===== src/rtl/uart_parity_rx_pkg.sv =====
// Frame-format constants, FSM encoding and result payload shared by the UART receiver and transmitter.
package uart_parity_rx_pkg;

  localparam int unsigned DATA_BITS = 8;
  localparam bit          LSB_FIRST = 1'b1;
  localparam int unsigned CNT_W     = 16;
  localparam int unsigned IDX_W     = $clog2(DATA_BITS);

  typedef enum logic [2:0] {
    ST_IDLE,
    ST_START,
    ST_DATA,
    ST_PARITY,
    ST_STOP
  } uart_state_e;

  typedef struct packed {
    logic [DATA_BITS-1:0] data;
    logic                 parity_err;
    logic                 frame_err;
  } rx_result_t;

  // Insert one serial bit into the data shift register in line order.
  function automatic logic [DATA_BITS-1:0] shift_in(input logic [DATA_BITS-1:0] sr,
                                                     input logic                 b);
    if (LSB_FIRST) return {b, sr[DATA_BITS-1:1]};
    else           return {sr[DATA_BITS-2:0], b};
  endfunction

endpackage


===== src/rtl/uart_parity_rx_parity_calc.sv =====
// Expected parity bit for a data byte under even (odd=0) or odd (odd=1) parity.
module parity_calc
  import uart_parity_rx_pkg::*;
(
  input  logic [DATA_BITS-1:0] data,
  input  logic                 odd,
  output logic                 expected_parity_c
);

  assign expected_parity_c = (^data) ^ odd;

endmodule


===== src/rtl/uart_parity_rx.sv =====
// UART receiver: 8 data bits LSB-first, one parity bit, one stop bit, with a single-entry
// holding register reporting parity, framing and overrun status.
module uart_parity_rx
  import uart_parity_rx_pkg::*;
#(
  parameter int unsigned CLKS_PER_BIT = 16,
  parameter bit          ODD_PARITY   = 1'b0
) (
  input  logic                 clk,
  input  logic                 reset_n,
  input  logic                 rxd,
  input  logic                 rd_ack,
  output logic [DATA_BITS-1:0] rx_data,
  output logic                 rx_valid,
  output logic                 parity_err,
  output logic                 frame_err,
  output logic                 overrun
);

  localparam logic [CNT_W-1:0] CNT_HALF = CNT_W'(CLKS_PER_BIT / 2 - 1);
  localparam logic [CNT_W-1:0] CNT_FULL = CNT_W'(CLKS_PER_BIT - 1);

  logic [1:0]           sync_q;
  logic [1:0]           flush_q;
  logic                 line_high_q;
  logic                 rxd_sync;
  logic                 start_edge_c;

  uart_state_e          state, state_next;
  logic [CNT_W-1:0]     cnt_q, cnt_next;
  logic [IDX_W-1:0]     idx_q, idx_next;
  logic [DATA_BITS-1:0] shreg_q, shreg_next;
  logic                 par_q, par_next;
  logic                 tick_c;
  logic                 done_c;
  logic                 exp_par_c;
  rx_result_t           held;

  // Two-flop synchronizer; flush_q marks when sync_q holds genuine line samples after reset.
  always_ff @(posedge clk or negedge reset_n) begin
    if (!reset_n) begin
      sync_q      <= 2'b11;
      flush_q     <= 2'b00;
      line_high_q <= 1'b0;
    end else begin
      sync_q      <= {sync_q[0], rxd};
      flush_q     <= {flush_q[0], 1'b1};
      line_high_q <= flush_q[1] & rxd_sync;
    end
  end

  assign rxd_sync = sync_q[1];
  // A start needs a real high sample first, so a held-low line never re-triggers.
  assign start_edge_c = line_high_q & ~rxd_sync;
  assign tick_c       = (cnt_q == '0);

  always_ff @(posedge clk or negedge reset_n) begin
    if (!reset_n) begin
      state   <= ST_IDLE;
      cnt_q   <= '0;
      idx_q   <= '0;
      shreg_q <= '0;
      par_q   <= 1'b0;
    end else begin
      state   <= state_next;
      cnt_q   <= cnt_next;
      idx_q   <= idx_next;
      shreg_q <= shreg_next;
      par_q   <= par_next;
    end
  end

  always_comb begin
    state_next = state;
    cnt_next   = cnt_q;
    idx_next   = idx_q;
    shreg_next = shreg_q;
    par_next   = par_q;
    done_c     = 1'b0;
    case (state)
      ST_IDLE: begin
        if (start_edge_c) begin
          state_next = ST_START;
          cnt_next   = CNT_HALF;
        end
      end
      ST_START: begin
        if (!tick_c) begin
          cnt_next = cnt_q - CNT_W'(1);
        end else if (!rxd_sync) begin
          state_next = ST_DATA;
          cnt_next   = CNT_FULL;
          idx_next   = '0;
        end else begin
          state_next = ST_IDLE;
        end
      end
      ST_DATA: begin
        if (!tick_c) begin
          cnt_next = cnt_q - CNT_W'(1);
        end else begin
          shreg_next = shift_in(shreg_q, rxd_sync);
          cnt_next   = CNT_FULL;
          if (idx_q == IDX_W'(DATA_BITS - 1)) state_next = ST_PARITY;
          else                                idx_next   = idx_q + IDX_W'(1);
        end
      end
      ST_PARITY: begin
        if (!tick_c) begin
          cnt_next = cnt_q - CNT_W'(1);
        end else begin
          par_next   = rxd_sync;
          cnt_next   = CNT_FULL;
          state_next = ST_STOP;
        end
      end
      ST_STOP: begin
        if (!tick_c) begin
          cnt_next = cnt_q - CNT_W'(1);
        end else begin
          done_c     = 1'b1;
          state_next = ST_IDLE;
        end
      end
      default: state_next = ST_IDLE;
    endcase
  end

  parity_calc u_parity_calc (
    .data              (shreg_q),
    .odd               (ODD_PARITY),
    .expected_parity_c (exp_par_c)
  );

  // Holding register: a completing byte always wins over a same-cycle acknowledge.
  always_ff @(posedge clk or negedge reset_n) begin
    if (!reset_n) begin
      held     <= '0;
      rx_valid <= 1'b0;
      overrun  <= 1'b0;
    end else if (done_c) begin
      held.data       <= shreg_q;
      held.parity_err <= par_q ^ exp_par_c;
      held.frame_err  <= ~rxd_sync;
      rx_valid        <= 1'b1;
      if (rx_valid && !rd_ack) overrun <= 1'b1;
    end else if (rd_ack) begin
      rx_valid <= 1'b0;
    end
  end

  assign rx_data    = held.data;
  assign parity_err = held.parity_err;
  assign frame_err  = held.frame_err;

endmodule


===== config.mk =====
export PLATFORM = sky130hd
export DESIGN_NAME = uart_parity_rx
export DESIGN_NICKNAME = d
export VERILOG_FILES = /design/src/rtl/uart_parity_rx_pkg.sv /design/src/rtl/uart_parity_rx_parity_calc.sv /design/src/rtl/uart_parity_rx.sv
export SDC_FILE = /design/constraint.sdc
export NUM_CORES = 1
export LEC_CHECK = 0
export ABC_AREA = 1
export ABC_CLOCK_PERIOD_IN_PS = 3800
export CORE_ASPECT_RATIO = 1.75
export CORE_MARGIN = 5
export CORE_UTILIZATION = 40
export DETAILED_ROUTE_END_ITERATION = 8
export SETUP_SLACK_MARGIN = 0.3
export SLEW_MARGIN = 20
export SYNTH_ARGS = -nofsm -noshare
export SYNTH_HDL_FRONTEND = slang
export SYNTH_SLANG_ARGS = --single-unit

===== constraint.sdc =====
create_clock -name clk -period 3.8 [get_ports clk]
set_clock_uncertainty 0.05 [all_clocks]
set_input_delay 0.76 -clock clk [delete_from_list [all_inputs] [get_ports clk]]
set_output_delay 0.76 -clock clk [all_outputs]
set_load 0.1 [all_outputs]

==> flow_metrics.py, run 1 <==
metrics = {
    "global_routing": {
        "first_global_vias": 2319,
        "antenna_found_initial": 0,
        "grt_use_total_pct": 15.7,
        "grt_pass1_wl_mm": 10.8,
        "grt_max_degree": 30,
        "overflow": 0,
    },
    "clock_tree": {
        "cts_hold_buf": 0,
        "clock-sinks": 48,
        "cts_buffer_depth": 2,
        "post-cts-setup-buffers": 0,
        "htreeDepth": 2,
        "clock_latency_ps": 290,
        "tritoncts": "yes",
        "clkTransAtPathRegs_ps": 70,
        "cts-buffers-inserted": 5,
        "root_buffer": "clkbuf_16",
        "postCtsResizedCells": 0,
    },
    "yosys": {
        "synth_area_sq_um": 2750,
        "synthTopCellsByArea": "dfrtp_1, nand2_1, inv_1",
        "synth_top_area_cell": "dfrtp_1",
        "synth-seq-cells": 48,
        "synth.top_cell.area_share_pct": 41.9,
        "ys_types": 31,
        "avgSynthCellArea_sq_um": 7.48,
        "postSynthCellCount": 367,
        "ys_warn_count": 0,
        "synth_nets": 374,
        "synth_seq_area_share_pct": 43.8,
    },
    "setup_path": {
        "critPathRequiredTime_ps": 2990,
        "worstPathArrival_ps": 1790,
        "cpPeakStageDelay_ps": 1140,
        "cp_top_family": "buffers and inverters",
        "slowest_stage": "clkdlybuf4s50_1",
        "rr_startpoint": "cnt_q[0]$_DFFE_PN0P_",
        "critical_path_class": "reg2out",
        "r2r-end": "cnt_q[1]$_DFFE_PN0P_",
        "end_kind": "output port",
        "reg2reg_slack_ps": 1590,
        "crit_path_start_kind": "flop",
        "critPathMaxFanout": 2,
        "rr_worst_depth": 11,
        "path_cells": "clkdlybuf4s50_1",
        "worstPathBufferInverterCount": 1,
    },
    "cells_and_area": {
        "design_area_sq_um": 3110,
        "insertedDiodeCount": 0,
        "final_nets": 389,
        "layout-area-overhead-vs-synth_pct": 13.3,
        "post-route-util_pct": 45.7,
        "drive_gt1_share_pct": 11.0,
        "mostFrequentLayoutCell": "nand2_1",
        "layout_common_cells": "nand2_1, dfrtp_1, inv_1",
        "final.fill_count": 729,
    },
    "floorplanning": {
        "io_pins": 16,
        "die_area_sq_um": 8690,
        "core_area_sq_um": 6810,
        "start_util_pct": 40.3,
        "dieHeight_um": 120,
        "rows": 40,
        "die_x_um": 72.6,
    },
    "power": {
        "peakVddDrop_mv": 0.374,
        "powerDensity_nw_per_um2": 664,
        "p_leak_uw": 0.00162,
    },
    "run_status": {
        "status": "finished, final reports clean",
    },
    "sta": {
        "setup_viol": 0,
        "holdWs_ps": 303,
        "setup_slack_ps": 1200,
        "fin_crit_sh_pct": 68.3,
        "fmax_mhz": 385,
        "rsz0062_at_grt": "no",
        "worst_pin_slew_ps": 977,
        "hold_violations": 0,
        "tns_ps": 0,
        "min_period_ps": 2600,
        "slew_violations": 0,
        "max-slew-margin-rel_pct": 34.7,
    },
    "place": {
        "dp_hpwl_mm": 4.32,
        "dp_slack_ps": 1520,
        "portBuffers": 15,
        "gp_congestion": 0.826,
        "place_area_sq_um": 2940,
    },
    "min_path": {
        "worstHoldPathType": "reg2reg",
        "min-delay-start": "flush_q[0]$_DFF_PN0_",
        "holdPathStages": 0,
        "min_to": "flush_q[1]$_DFF_PN0_",
    },
    "route": {
        "drt_iter0_markers": 119,
        "via_count": 2298,
        "dr.pass1.iters": 4,
        "ant_nets": 0,
        "drcViolationCount": 0,
        "wl_per_cell_um": 13.0,
        "wirelength_mm": 6.07,
        "viasPerCell": 4.92,
    },
    "run": {
        "drv_cap": 0,
    },
}
-- registers in the layout, summed over array words and instances (netlist names) --
signal       count
idx_q            3
rx_data          8
shreg_q          8
rx_valid         1
overrun          1
flush_q          2
par_q            1
frame_err        1
parity_err       1
state            3
sync_q           2
line_high_q      1
cnt_q           16
-- synthesized netlist by cell type --
library cell	number
a21o_1	1
a21oi_1	3
buf_2	3
buf_4	1
buf_6	4
conb_1	1
dfrtp_1	46
dfstp_2	2
ha_1	3
inv_1	38
inv_2	1
nand2_1	143
nand2_2	5
nand2_4	1
nand3_1	27
nand3_2	1
nand3b_1	1
nand3b_4	1
nand4_1	8
nor2_1	27
nor2_2	4
nor2_4	5
nor3_2	1
o21ai_0	18
o21ai_1	2
o21ai_2	7
o21bai_1	2
o21bai_2	1
or2_2	2
xnor2_1	1
xor2_1	7
-- layer usage --
| metal | vias up | GRT usage (%) | routed length (um) |
|---|---|---|---|
| met2 | 28 | 29.7 | 3510 |
| met1 | 1089 | 17.4 | 2350 |
| li1 | 1175 | - | - |
| met3 | 6 | 2.60 | 136 |
| met5 | - | 0 | 0 |
| met4 | 0 | 4.27 | 76 |
-- per-stage QoR --
| stage | power [uW] | cells |
|---|---|---|
| 2_1_floorplan | 1370 | 367 |
| 3_3_place_gp | 1530 | 459 |
| 3_5_place_dp | 1550 | 459 |
| 4_1_cts | 2090 | 467 |
| 5_1_grt | 2260 | 467 |
| 6_report | 2060 | 467 |
-- power by group --
group,internal [uW],leakage [uW],switching [uW]
Clock,313,0.0000804,205
Combinational,276,0.000902,579
Sequential,598,0.000641,93.2
-- final cells by class --
class	instances	area (sq um)	area share, %
Clock buffer	5	125	4.02
Clock inverter	3	46.3	1.49
Inverter	39	146	4.71
Multi-Input combinational cell	272	1330	42.8
Sequential cell	48	1200	38.7
Tap cell	84	105	3.38
Timing Repair Buffer	16	153	4.91
-- worst max path at each step --
| stage | start | to | slack, ps | cells after the start |
|---|---|---|---|---|
| 4_1_cts | rx_valid$_DFFE_PN0P_ | rx_valid | 1190 | 1 |
| 3_5_place_dp | rx_data[2]$_DFFE_PN0P_ | rx_data[2] | 1520 | 1 |
| 3_3_place_gp | rx_valid$_DFFE_PN0P_ | rx_valid | 1520 | 1 |
| 6_report | rx_valid$_DFFE_PN0P_ | rx_valid | 1200 | 1 |
| 5_1_grt | rx_valid$_DFFE_PN0P_ | rx_valid | 1140 | 1 |
| 2_1_floorplan | cnt_q[0]$_DFFE_PN0P_ | rx_data[0]$_DFFE_PN0P_ | 2090 | 11 |
-- kinds of logic after synthesis --
logic type	Yosys count	share of synthesized area (%)
buffers and inverters	47	7.79
XOR/XNOR	8	2.55
AND/OR/NAND/NOR	226	36.7
flip-flops	48	43.8
adder cells (fa/ha/maj)	3	1.37
AO/OA/AOI/OAI	34	7.65
other	1	0.137
Note: power is estimated with default switching activity, not from simulation.
==> run 2, diff against run 1 <==
ABC_CLOCK_PERIOD_IN_PS = 2560   (was 3800)
clock period = 2.56 ns   (was 3.8 ns; I/O delays follow)
==> run 2 against run 1 <==
Critical path depth up 8; hold slack worse by 41 ps; wire length down 2.5%; first-iteration DRC count up 14%.
==> flow_metrics.py, run 2 (same netlist as run 1, synthesis figures left out) <==
metrics = {
    "place": {
        "portBuffers": 15,
        "dp_hpwl_mm": 4.32,
        "dp_cells": 460,
        "gp_congestion": 0.850,
    },
    "sta": {
        "rsz0062_at_grt": "no",
        "max-slew-margin-rel_pct": 58.8,
        "holdWs_ps": 262,
        "min_period_ps": 2000,
        "setup_viol": 0,
        "worst_pin_slew_ps": 619,
        "hold_violations": 0,
        "slew_violations": 0,
        "fmax_mhz": 499,
        "tns_ps": 0,
        "fin_crit_sh_pct": 78.3,
    },
    "clock_tree": {
        "tritoncts": "yes",
        "clock_latency_ps": 290,
        "root_buffer": "clkbuf_16",
        "cts_buffer_depth": 2,
        "clock-sinks": 48,
        "cts-buffers-inserted": 5,
        "htreeDepth": 2,
        "clkTransAtPathRegs_ps": 60,
    },
    "route": {
        "ant_nets": 0,
        "wirelength_mm": 5.92,
        "wl_per_cell_um": 12.7,
        "drcViolationCount": 0,
        "viasPerCell": 4.84,
        "drt_iter0_markers": 136,
        "via_count": 2265,
        "dr.pass1.iters": 4,
    },
    "cells_and_area": {
        "layout_common_cells": "nand2_1, dfrtp_1, inv_1",
        "layout-area-overhead-vs-synth_pct": 12.3,
        "max_flop_register": "cnt_q",
        "final_nets": 390,
        "final_cells": 468,
        "insertedDiodeCount": 0,
        "mostFrequentLayoutCell": "nand2_1",
        "post-route-util_pct": 45.3,
        "drive_gt1_share_pct": 14.1,
        "largest_reg_flops": 16,
    },
    "setup_path": {
        "worstPathArrival_ps": 2130,
        "crit_start": "cnt_q[0]$_DFFE_PN0P_",
        "critical_path_class": "reg2reg",
        "critPathMaxFanout": 18,
        "rr_startpoint": "cnt_q[0]$_DFFE_PN0P_",
        "r2r-end": "state[0]$_DFFE_PN0P_",
        "crit_path_start_kind": "flop",
        "rr_worst_depth": 9,
        "critPathRequiredTime_ps": 2690,
        "end_kind": "flop",
        "reg2reg_slack_ps": 560,
    },
    "floorplanning": {
        "dieHeight_um": 120,
        "rows": 40,
        "die_area_sq_um": 8690,
        "io_pins": 16,
        "core_area_sq_um": 6810,
        "start_util_pct": 40.3,
        "die_x_um": 72.6,
    },
    "power": {
        "peakVddDrop_mv": 0.576,
        "p_leak_uw": 0.00165,
        "powerDensity_nw_per_um2": 989,
    },
    "min_path": {
        "worstHoldPathType": "in2async",
    },
    "global_routing": {
        "grt_pass1_wl_mm": 10.6,
        "grt_max_degree": 49,
        "overflow": 0,
        "grt_use_total_pct": 15.4,
        "first_global_vias": 2313,
        "antenna_found_initial": 0,
    },
    "run": {
        "drv_cap": 0,
    },
    "run_status": {
        "status": "finished, final reports clean",
    },
}
-- run 2: changes by cell type in the layout (fill, tap and decap cells not counted), sizes merged --
cell	before	now
clkinv	0	1
inv	40	39
clkdlybuf4s50	14	2
buf	2	15
-- run 2: worst max path at each step --
stage | cells after the start | slack, ps | endpoint
3_3_place_gp | 11 | 470 | cnt_q[8]$_DFFE_PN0P_
4_1_cts | 11 | 410 | cnt_q[12]$_DFFE_PN0P_
3_5_place_dp | 11 | 430 | cnt_q[4]$_DFFE_PN0P_
6_report | 9 | 560 | state[0]$_DFFE_PN0P_
2_1_floorplan | 11 | 850 | rx_data[0]$_DFFE_PN0P_
5_1_grt | 9 | 310 | state[0]$_DFFE_PN0P_
-- run 2: worst max-delay path: stages, from the launching register on --
cell and delay [ps]:
dfrtp_1 400, inv_1 100, ha_1 220, nand2_2 110
nor2_2 200, nand2_2 280, nand2_1 190, nand3_1 170
nor2_1 120, a21oi_1 50
-- run 2: power by group --
part	internal (uW)	total (uW)	switching [uW]
logic	418	1270	852
clock network	459	747	288
registers	888	1030	145
-- run 2: repair_timing --
action,4_1_cts,5_1_grt
setup buffers,0,0
resized for setup,0,2
hold buffers,0,0
endpoints found under the setup margin,0,16
-- run 2: area by class of cell --
cell class / instances / area, sq um
Timing Repair Buffer: 17 / 130
Sequential cell: 48 / 1200
Inverter: 39 / 149
Clock inverter: 3 / 42.5
Fill cell: 714 / 3720
Clock buffer: 5 / 125
Tap cell: 84 / 105
Multi-Input combinational cell: 272 / 1330
-- run 2: routing by layer --
layer | track usage, % | vias up | routed length [um]
met1 | 17.0 | 1045 | 2360
met5 | 0 | - | 0
met3 | 2.60 | 10 | 126
li1 | - | 1180 | -
met2 | 28.2 | 30 | 3320
met4 | 6.24 | 0 | 122
-- run 2: stage by stage --
stage	area (sq um)	power [uW]	setup WS, ps
floorplan	2750	2040	851
global placement	2910	2300	466
detailed placement	2910	2330	434
CTS	3080	3090	414
global route	3080	3330	311
finish	3080	3050	556
